<file path="config.mk">
export PLATFORM = sky130hd
export DESIGN_NAME = serial_tx_frame_flat
export DESIGN_NICKNAME = d
export VERILOG_FILES = /design/src/rtl/serial_tx_frame_if.sv /design/src/rtl/serial_tx_frame.sv /design/src/flat_wrapper.sv
export SDC_FILE = /design/constraint.sdc
export NUM_CORES = 1
export LEC_CHECK = 0
export BUFFER_PORTS_ARGS = -buffer_cell sky130_fd_sc_hd__buf_4
export CAP_MARGIN = 20
export CORE_ASPECT_RATIO = 0.6
export CORE_MARGIN = 2
export CORE_UTILIZATION = 40
export CTS_BUF_LIST = sky130_fd_sc_hd__clkbuf_4 sky130_fd_sc_hd__clkbuf_8
export CTS_CLUSTER_SIZE = 25
export DETAILED_ROUTE_END_ITERATION = 8
export GPL_ROUTABILITY_DRIVEN = 0
export MAX_ROUTING_LAYER = met4
export PLACE_DENSITY = 0.63
export SYNTH_ARGS = -nofsm -noshare
export SYNTH_HDL_FRONTEND = slang
export SYNTH_SLANG_ARGS = --single-unit
</file>
<file path="constraint.sdc">
create_clock -name clk -period 4.8 [get_ports clk]
set_input_delay 0.24 -clock clk [delete_from_list [all_inputs] [get_ports clk]]
set_output_delay 0.24 -clock clk [all_outputs]
set_load 0.02 [all_outputs]
</file>
<file path="src/rtl/serial_tx_frame_if.sv">
// serial_tx_frame_if: valid/ready word input and serial frame status outputs
interface serial_tx_frame_if #(parameter int DATA_W = 8);
  logic [DATA_W-1:0] data_in;
  logic              valid;
  logic              ready;
  logic              tx;
  logic              busy;
  logic              done;
  modport master (output data_in, valid, input ready, tx, busy, done);
  modport slave  (input data_in, valid, output ready, tx, busy, done);
endinterface

</file>
<file path="src/rtl/serial_tx_frame.sv">
// serial_tx_frame: start bit, LSB-first data, optional parity, stop bit, each held CLKS_PER_BIT clocks
module serial_tx_frame #(
  parameter int DATA_W       = 8,
  parameter int CLKS_PER_BIT = 4,
  parameter int PARITY       = 0
) (
  input  logic             clk,
  input  logic             rst_n,
  serial_tx_frame_if.slave bus
);
  localparam int CW = CLKS_PER_BIT > 1 ? $clog2(CLKS_PER_BIT) : 1;
  localparam int IW = DATA_W > 1 ? $clog2(DATA_W) : 1;
  localparam logic [CW-1:0] CNT_LAST = CW'(CLKS_PER_BIT - 1);
  localparam logic [IW-1:0] IDX_LAST = IW'(DATA_W - 1);
  typedef enum logic [2:0] {IDLE, START, DATA, PAR, STOP} state_t;
  if (PARITY < 0 || PARITY > 2) begin : g_bad_parity
    $error("serial_tx_frame: PARITY must be 0, 1 or 2");
  end
  state_t            state_q, state_d;
  logic [DATA_W-1:0] shreg_q, shreg_d;
  logic [CW-1:0]     cnt_q, cnt_d;
  logic [IW-1:0]     idx_q, idx_d;
  logic              par_q, par_d;
  logic              tx_q, tx_d;
  logic              busy_q, busy_d;
  logic              done_q, done_d;
  logic              last;
  assign last = cnt_q == CNT_LAST;
  always_comb begin
    state_d = state_q;
    shreg_d = shreg_q;
    cnt_d   = last ? '0 : cnt_q + 1'b1;
    idx_d   = idx_q;
    par_d   = par_q;
    tx_d    = tx_q;
    busy_d  = busy_q;
    done_d  = 1'b0;
    case (state_q)
      IDLE: begin
        cnt_d = '0;
        if (bus.valid) begin
          state_d = START;
          shreg_d = bus.data_in;
          par_d   = ^bus.data_in ^ (PARITY == 2);
          tx_d    = 1'b0;
          busy_d  = 1'b1;
        end
      end
      START: if (last) begin
        state_d = DATA;
        idx_d   = '0;
        tx_d    = shreg_q[0];
      end
      DATA: if (last) begin
        if (idx_q == IDX_LAST) begin
          state_d = PARITY != 0 ? PAR : STOP;
          tx_d    = PARITY != 0 ? par_q : 1'b1;
        end else begin
          idx_d   = idx_q + 1'b1;
          shreg_d = shreg_q >> 1;
          tx_d    = shreg_d[0];
        end
      end
      PAR: if (last) begin
        state_d = STOP;
        tx_d    = 1'b1;
      end
      STOP: if (last) begin
        state_d = IDLE;
        busy_d  = 1'b0;
        done_d  = 1'b1;
      end
      default: state_d = IDLE;
    endcase
  end
  always_ff @(posedge clk)
    if (!rst_n) begin
      state_q <= IDLE;
      shreg_q <= '0;
      cnt_q   <= '0;
      idx_q   <= '0;
      par_q   <= 1'b0;
      tx_q    <= 1'b1;
      busy_q  <= 1'b0;
      done_q  <= 1'b0;
    end else begin
      state_q <= state_d;
      shreg_q <= shreg_d;
      cnt_q   <= cnt_d;
      idx_q   <= idx_d;
      par_q   <= par_d;
      tx_q    <= tx_d;
      busy_q  <= busy_d;
      done_q  <= done_d;
    end
  assign bus.ready = state_q == IDLE;
  assign bus.tx    = tx_q;
  assign bus.busy  = busy_q;
  assign bus.done  = done_q;
endmodule

</file>
<file path="src/flat_wrapper.sv">
// flat-port wrapper written by rule: the top's interface ports become plain ports
module serial_tx_frame_flat 
#(
  parameter int DATA_W       = 8,
  parameter int CLKS_PER_BIT = 4,
  parameter int PARITY       = 0
)
  (clk, rst_n, bus_data_in, bus_valid, bus_ready, bus_tx, bus_busy, bus_done);
  serial_tx_frame_if #(.DATA_W(DATA_W)) bus_i ();
  input  logic clk;
  input  logic rst_n;
  input wire logic [$bits(bus_i.data_in)-1:0] bus_data_in;
  input wire logic [$bits(bus_i.valid)-1:0] bus_valid;
  output wire logic [$bits(bus_i.ready)-1:0] bus_ready;
  output wire logic [$bits(bus_i.tx)-1:0] bus_tx;
  output wire logic [$bits(bus_i.busy)-1:0] bus_busy;
  output wire logic [$bits(bus_i.done)-1:0] bus_done;
  assign bus_i.data_in = bus_data_in;
  assign bus_i.valid = bus_valid;
  assign bus_ready = bus_i.ready;
  assign bus_tx = bus_i.tx;
  assign bus_busy = bus_i.busy;
  assign bus_done = bus_i.done;
  serial_tx_frame #(.DATA_W(DATA_W), .CLKS_PER_BIT(CLKS_PER_BIT), .PARITY(PARITY)) u_core (.clk(clk), .rst_n(rst_n), .bus(bus_i));
endmodule
</file>
==> flow_metrics.tcl, run 1 <==
set metrics [dict create \
    wl_met3_um 105 \
    clockBufferDepth 2 \
    status "completed" \
    ctsResizeCount 0 \
    place_area_um2 1122 \
    clockRootBuffer "clkbuf_8" \
    async_flop_share_pct 0 \
    grt_max_degree 19 \
    clock_sinks 19 \
    synthFlopType "dfxtp_1" \
    peakVddDrop_v 0.0001330 \
    endpoint_kind "flip-flop" \
    postCtsHoldBufs 0 \
    tightest_slew_ps 901.6 \
    fillers 245 \
    fin_crit_sh_pct 40.66 \
    overflow 0 \
    skew_ps 3.243 \
    antenna_found_initial 0 \
    ioPinCount 15 \
    num_vias 791 \
    diodes 0 \
    top_layer_used "met4" \
    die_w_um 69.46 \
    required_ps 4930 \
    dp.cells 138 \
    fin_util_pct 47.42 \
    core_um2 2470 \
    hold_path_class "input port to flip-flop" \
    drtIter0Drc 19 \
    avgSynthCellArea_um2 10.28 \
    hpwlAfterDp_um 1490 \
    final_common_cell "dfxtp_1" \
    setup_viol 0 \
    fin_setup_tns_ps 0 \
    mostFrequentLayoutCells "19 x dfxtp_1, 14 x buf_4, 10 x mux2i_1, 7 x a211oi_1, 7 x a211oi_2" \
    drv_cap 0 \
    synthCells 100 \
    yosys_warnings 0 \
    grt_pass1_wl_um 3477 \
    drc 0 \
    hold_viol_final 0 \
    wirelength_um 2132 \
    first_global_vias 731 \
    dr.pass1.iters 4 \
    via_per_inst 5.570 \
    postCtsSetupBuffers 0 \
    wl_met2_um 808 \
    crit_type "flip-flop to flip-flop" \
    syn_to_final_growth_pct 13.87 \
    yosys.cell_types.count 34 \
    max_freq_mhz 512.4 \
    die_y_um 43.28 \
    cts_buffers 3 \
    nNetsFinal 126 \
    powerDensity_nw_per_um2 290.5 \
    htreeDepth 1 \
    wl_per_cell_um 15.01 \
    synth-edff-count 0 \
    cts_tree "yes" \
    worstSkewPairLatency_ps 260 \
    path_clk_slew_ps 70 \
    die_area_um2 3006 \
    wl_met1_um 1181 \
    synthesis.area_um2 1028 \
    worstSetupStartpointType "flip-flop" \
    period_needed_ps 1952 \
    instances_no_fill 142 \
    grt_usage_pct 16.30 \
    ys_ff_latch 19 \
    crit_fanout 14 \
    drtAntennaViolNets 0 \
    fin_area_um2 1171 \
    relSlewSlack_pct 39.63 \
    synth_seq_area_share_pct 36.98 \
    rsz0062_at_grt "no" \
    drv_slew 0 \
    io_buffer_count 14 \
    drive_above_1_share_pct 27.27 \
    start_util_pct 41.64 \
    syn_nets 115 \
    rows 14 \
    crit_arrival_ps 2080 \
    p_leak_uw 0.0004460 \
]
-- sequential cells by signal (all words and copies together) (netlist names) --
register	cells
u_core.bus.tx	1
u_core.cnt_q	2
u_core.state_q	3
u_core.idx_q	3
u_core.bus.busy	1
u_core.bus.done	1
u_core.shreg_q	8
-- kinds of logic after synthesis --
family	Yosys count	share of synthesized area, %
AND/OR/NAND/NOR	29	19.59
AO/OA/AOI/OAI	28	23.11
flip-flops	19	36.98
buffers and inverters	10	5.718
multiplexers	10	9.733
adder cells (fa/ha/maj)	4	4.866
-- report_power, final --
group	leakage, uW	switching, uW	internal (uW)
sequential	0.000156	8.03	167
clock	0.0000262	54.9	64.8
combinational	0.000264	23.3	22.6
-- critical path: stages (launching register included) --
cell      delay, ps
dfxtp_1         600
nor3b_2         820
mux2i_1         310
a211oi_2         90
-- area by class of cell --
| type | count | area (um^2) | share of cell area [%] |
|---|---|---|---|
| multi-input combinational | 71 | 589.3 | 50.32 |
| sequential | 19 | 380.4 | 32.48 |
| timing repair buffer | 14 | 105.1 | 8.974 |
| clock buffer | 4 | 48.80 | 4.167 |
| tap | 32 | 40.04 | 3.419 |
| inverter | 2 | 7.507 | 0.6410 |
-- Yosys cell counts (3+ instances only) --
cell type	instances	area share, %
mux2i_1	10	9.7
ha_1	4	4.9
dfxtp_1	19	37
a21oi_1	5	2.4
nor2_1	3	1.1
clkbuf_1	3	1.1
o21ai_1	3	1.5
a211oi_2	7	8.5
nand2_1	4	1.5
a211oi_1	7	5.1
nand2b_1	3	1.8
-- routing by layer --
layer | global-route usage (%) | vias to the layer above
met2 | 20.96 | 15
met1 | 22.08 | 369
met5 | - | -
met3 | 5.938 | 6
li1 | - | 401
met4 | 8.235 | 0
-- stage by stage --
step,setup WS (ps),hold WS (ps),total power [uW]
6_report,2848,288.7,340.2
5_1_grt,2687,293.0,356.9
4_1_cts,2847,287.5,344.7
3_5_place_dp,2849,422.7,224.3
3_3_place_gp,2848,414.3,223.4
2_1_floorplan,3166,383.0,208.8
-- path summary, 6_finish.rpt --
path                                     to  cells after the start                      startpoint  slack, ps
min reg2reg      u_core.cnt_q[0]$_SDFF_PP0_                      1      u_core.cnt_q[0]$_SDFF_PP0_        430
max          u_core.shreg_q[6]$_SDFFE_PN0P_                      3  u_core.state_q[1]$_SDFFE_PN0P_       2850
min            u_core.bus.busy$_SDFFE_PN0P_                      2                           rst_n        290
max reg2reg  u_core.shreg_q[6]$_SDFFE_PN0P_                      3  u_core.state_q[1]$_SDFFE_PN0P_       2850
Power figures use the tool's default switching activity.
==> run 2, diff against run 1 <==
Clock period 4.8 ns to 1.85 ns, I/O delays scaled along.
==> run 2 against run 1 <==
Wire length down 0.80%; highest routed layer unchanged; critical endpoint is now u_core.shreg_q[1]$_SDFFE_PN0P_; power increased to 2.6 times the previous value; critical path depth grew 3; largest power group unchanged.
==> flow_metrics.tcl, run 2 (synthesis results as in run 1) <==
set metrics [dict create \
    rows 14 \
    syn_to_final_growth_pct 18.73 \
    fin_setup_tns_ps 0 \
    worstSetupStartpointType "flip-flop" \
    grt_pass1_wl_um 3788 \
    drive_above_1_share_pct 31.62 \
    setup_viol 0 \
    max_freq_mhz 597.8 \
    cts_buffers 3 \
    relSlewSlack_pct 66.26 \
    crit_fanout 8 \
    via_per_inst 5.483 \
    top_register "u_core.shreg_q" \
    grt_max_degree 13 \
    clockBufferDepth 2 \
    tightest_slew_ps 505.4 \
    worstHoldEndpoint "u_core.bus.busy$_SDFFE_PN0P_" \
    ioPinCount 15 \
    ctsResizeCount 0 \
    nNetsFinal 133 \
    io_buffer_count 14 \
    peakVddDrop_v 0.0004083 \
    fillers 235 \
    crit_arrival_ps 1790 \
    first_global_vias 782 \
    worst_slack_ps 177.1 \
    powerDensity_nw_per_um2 713.2 \
    clockRootBuffer "clkbuf_8" \
    drtAntennaViolNets 0 \
    postCtsHoldBufs 0 \
    p_switching_uw 223.7 \
    fin_area_um2 1221 \
    wirelength_um 2115 \
    period_needed_ps 1673 \
    diodes 0 \
    drv_slew 0 \
    r2r_cells 6 \
    endpoint_kind "flip-flop" \
    rsz0062_at_grt "no" \
    pwr-share-comb_pct 15.2 \
    drv_cap 0 \
    status "completed" \
    hold_viol_final 0 \
    drtIter0Drc 45 \
    mostFrequentLayoutCells "21 x buf_4, 19 x dfxtp_1, 10 x mux2i_1, 7 x a211oi_1, 7 x a211oi_2" \
    worstSkewPairLatency_ps 260 \
    htreeDepth 1 \
    start_util_pct 41.64 \
    hold_path_class "input port to flip-flop" \
    intPower_uw 647.2 \
    grt_usage_pct 16.91 \
    dr.pass1.iters 4 \
    crit_type "flip-flop to flip-flop" \
    dp_slack_ps 200.9 \
    clock_sinks 19 \
    skew_ps 6.109 \
    place_area_um2 1175 \
    cts_tree "yes" \
    ff_latch_area_um2 380.4 \
    power_frac_seq_pct 51.5 \
    swShare_pct 25.68 \
    postCtsSetupBuffers 0 \
    worstReg2RegEnd "u_core.shreg_q[1]$_SDFFE_PN0P_" \
    min-delay-start "rst_n" \
    required_ps 1970 \
    reg.largest.list "u_core.shreg_q x8, u_core.idx_q x3, u_core.state_q x3" \
    drc 0 \
    antenna_found_initial 0 \
    path_clk_slew_ps 70 \
    fin_crit_sh_pct 90.43 \
    r2r_setup_slack_ps 180 \
    overflow 0 \
    r2r_start "u_core.idx_q[0]$_SDFFE_PN0P_" \
    pwr-share-clk_pct 33.3 \
    largest_reg_flops 8 \
    die_y_um 43.28 \
    wl_per_cell_um 14.19 \
    whs_path_depth 2 \
    p_leak_uw 0.0004822 \
    final_common_cell "buf_4" \
    multiInputGateArea_um2 589.3 \
    hpwlAfterDp_um 1541 \
    num_vias 817 \
    core_um2 2470 \
    die_area_um2 3006 \
    die_w_um 69.46 \
]
## run 2: final cells by class
type	count	share of cell area, %
Clock buffer	3	3.381
Clock inverter	1	0.4098
Inverter	2	0.6148
Multi-Input combinational cell	71	48.26
Sequential cell	19	31.15
Tap cell	32	3.279
Timing Repair Buffer	21	12.91
## run 2: how the worst max path moves through the flow
stage,startpoint,endpoint,depth (start not counted)
after global placement,u_core.idx_q[0]$_SDFFE_PN0P_,u_core.shreg_q[4]$_SDFFE_PN0P_,6
after CTS,u_core.idx_q[0]$_SDFFE_PN0P_,u_core.shreg_q[3]$_SDFFE_PN0P_,6
final,u_core.idx_q[0]$_SDFFE_PN0P_,u_core.shreg_q[1]$_SDFFE_PN0P_,6
after floorplan,u_core.idx_q[0]$_SDFFE_PN0P_,u_core.shreg_q[0]$_SDFFE_PN0P_,5
after global routing,u_core.idx_q[0]$_SDFFE_PN0P_,u_core.shreg_q[1]$_SDFFE_PN0P_,6
after detailed placement,u_core.idx_q[0]$_SDFFE_PN0P_,u_core.shreg_q[3]$_SDFFE_PN0P_,6
## run 2: critical path: stages (launching register included)
cell	delay, ps
dfxtp_1	320
ha_1	220
ha_1	220
nand3b_2	240
a211oi_4	240
buf_4	220
a211oi_2	80
## run 2: metrics by stage
| step | utilization, % | hold slack (ps) | cells | total power (uW) |
|---|---|---|---|---|
| floorplan | - | 235.5 | 100 | 541.7 |
| global placement | 47.57 | 407.8 | 145 | 587.3 |
| detailed placement | 47.57 | 413.3 | 145 | 590.5 |
| CTS | 49.44 | 145.4 | 149 | 880.9 |
| global route | 49.44 | 153.3 | 149 | 921.7 |
| finish | 49.44 | 153.5 | 149 | 870.9 |
## run 2: per-layer routing
metal  up-vias  share of wire [%]  global-route usage (%)
li1        413                  -                       -
met1       386                 51                   22.58
met2        16                 44                   24.42
met3         2                4.6                   5.701
met4         0               0.80                   4.706
met5         -                  0                       -
## run 2: power by group through the flow
stage                     combinational, uW  sequential, uW  clock (uW)
after floorplan                        84.3             457           0
after global placement                  130             457           0
after detailed placement                133             458           0
after CTS                               134             449         299
after global routing                    145             452         325
final                                   133             449         290
==> run 3, diff against run 2 <==
Settings changed: PLACE_DENSITY 0.63 to 0.66.
Clock period 1.85 ns to 1.5 ns, I/O delays scaled along.
==> run 3 against run 2 <==
Die area unchanged; power increased by 28%; register-to-register slack got worse by 150 ps; core utilization increased by 6.0 points; clock-buffer cell count increased by 1; maximum frequency increased by 14%; largest power group unchanged.
==> flow_metrics.tcl, run 3 (synthesis results as in run 1) <==
set metrics [dict create \
    status "completed" \
    antenna_found_initial 0 \
    final_common_cell "buf_4" \
    die_y_um 43.28 \
    endpoint_kind "flip-flop" \
    crit_arrival_ps 1590 \
    clockRootBuffer "clkbuf_8" \
    holdWs_ps 84.81 \
    first_global_vias 847 \
    period_needed_ps 1472 \
    syn_to_final_growth_pct 33.21 \
    via_per_inst 5.392 \
    drtAntennaViolNets 0 \
    skew_ps 6.469 \
    worstSetupStartpointType "flip-flop" \
    path_clk_slew_ps 70 \
    crit_fanout 8 \
    dp.cells 150 \
    mostFrequentLayoutCells "29 x buf_4, 16 x dfxtp_1, 10 x mux2i_1, 7 x a211oi_1, 7 x a211oi_2" \
    io_buffer_count 14 \
    max_freq_mhz 679.5 \
    hpwlAfterDp_um 1665 \
    crit_type "flip-flop to flip-flop" \
    diodes 0 \
    r2r_setup_slack_ps 30 \
    drive_above_1_share_pct 42.06 \
    multiInputGateArea_um2 649.4 \
    dr.pass1.iters 4 \
    drtIter0Drc 34 \
    htreeDepth 1 \
    tightest_slew_ps 494.3 \
    overflow 0 \
    wl_per_cell_um 14.50 \
    fin_crit_sh_pct 98.11 \
    fillers 217 \
    peakVddDrop_v 0.0005566 \
    core_um2 2470 \
    rows 14 \
    instances_no_fill 158 \
    worstSkewPairLatency_ps 260 \
    r2r_cells 6 \
    top_register "u_core.shreg_q" \
    hold_viol_final 0 \
    drv_cap 0 \
    p_leak_uw 0.0005754 \
    ff_latch_area_um2 386.6 \
    grt_pass1_wl_um 4002 \
    required_ps 1620 \
    nNetsFinal 142 \
    wirelength_um 2291 \
    cts_tree "yes" \
    hold_path_class "input port to flip-flop" \
    num_vias 852 \
    grt_max_degree 13 \
    grt_usage_pct 18.00 \
    largest_reg_flops 8 \
    relSlewSlack_pct 67.01 \
    drc 0 \
    die_area_um2 3006 \
    crit_end "u_core.shreg_q[5]$_SDFFE_PN0P_" \
    die_w_um 69.46 \
    powerDensity_nw_per_um2 814.9 \
    start_util_pct 41.64 \
    rsz0062_at_grt "yes" \
    setup_viol 0 \
    fin_total_pwr_uw 1116 \
    ioPinCount 15 \
    cts_buffers 3 \
    drv_slew 0 \
    worstReg2RegEnd "u_core.shreg_q[5]$_SDFFE_PN0P_" \
    clockBufferDepth 2 \
    clock_sinks 19 \
    reg.largest.list "u_core.shreg_q x8, u_core.idx_q x3, u_core.state_q x3" \
    startpoint "u_core.idx_q[0]$_SDFFE_PN0P_" \
    r2r_start "u_core.idx_q[0]$_SDFFE_PN0P_" \
]
## run 3: changes by cell type in the layout (fill, tap and decap cells not counted), moves of 2 or more
cell	delta
buf_4	+8
dfxtp_1	-3
dfxtp_2	+2
ha_1	-2
ha_4	+2
nor4b_2	-2
nor4b_4	+2
## run 3: where the power goes
group | switching [uW] | total [uW] | internal (uW)
Combinational | 87.6 | 181 | 93.8
Clock | 173 | 380 | 207
Sequential | 23.1 | 555 | 532
Total | 284 | 1120 | 833
## run 3: through the flow
step | setup slack [ps] | TNS (ps) | instance area (um^2) | util [%]
after floorplan | 4.434 | 0 | 1061 | -
after global placement | -12.33 | -14.11 | 1257 | 50.91
after detailed placement | -55.43 | -204.7 | 1257 | 50.91
after CTS | -3.971 | -3.971 | 1346 | 54.51
after global routing | -19.23 | -87.12 | 1370 | 55.47
final | 28.37 | 0 | 1370 | 55.47
## run 3: critical path, cell delays in order (launching register included)
cell and delay [ps]:
dfxtp_4 350, ha_4 160, ha_4 170, nand3b_4 160, a211oi_4 250, buf_12 170, a211oi_2 60
## run 3: what timing repair did
action                                  4_1_cts  5_1_grt
endpoints found under the setup margin        8        9
setup buffers                                 3        1
endpoints found under the hold margin         0        0
gates resized for setup                       4        4
pin swaps                                     6        5
hold buffers                                  0        0
## run 3: worst min path at each step
stage | slack, ps | to | cells past startpoint | start
floorplan | 220 | u_core.shreg_q[7]$_SDFFE_PN0P_ | 2 | bus_valid
global placement | 340 | u_core.shreg_q[7]$_SDFFE_PN0P_ | 3 | bus_data_in[7]
detailed placement | 350 | u_core.shreg_q[7]$_SDFFE_PN0P_ | 3 | bus_data_in[7]
CTS | 80 | u_core.shreg_q[7]$_SDFFE_PN0P_ | 3 | bus_data_in[7]
global route | 80 | u_core.shreg_q[7]$_SDFFE_PN0P_ | 3 | bus_data_in[7]
finish | 80 | u_core.shreg_q[7]$_SDFFE_PN0P_ | 3 | bus_data_in[7]
## run 3: final cells by class
class / instances / share of cell area, %
multi-input cells: 71 / 47.40
repair buffers: 30 / 17.35
inverters: 2 / 0.5479
well taps: 32 / 2.922
flip-flops and latches: 19 / 28.22
clock buffers: 4 / 3.562
## run 3: metal layers
layer / part of all wire (%) / wire (um) / vias up / GRT usage, %
met5: 0 / 0 / - / -
met4: 0.74 / 17 / 0 / 7.059
met3: 4.1 / 94 / 2 / 6.176
met2: 44 / 1003 / 12 / 25.38
met1: 51 / 1176 / 410 / 23.64
li1: - / - / 428 / -
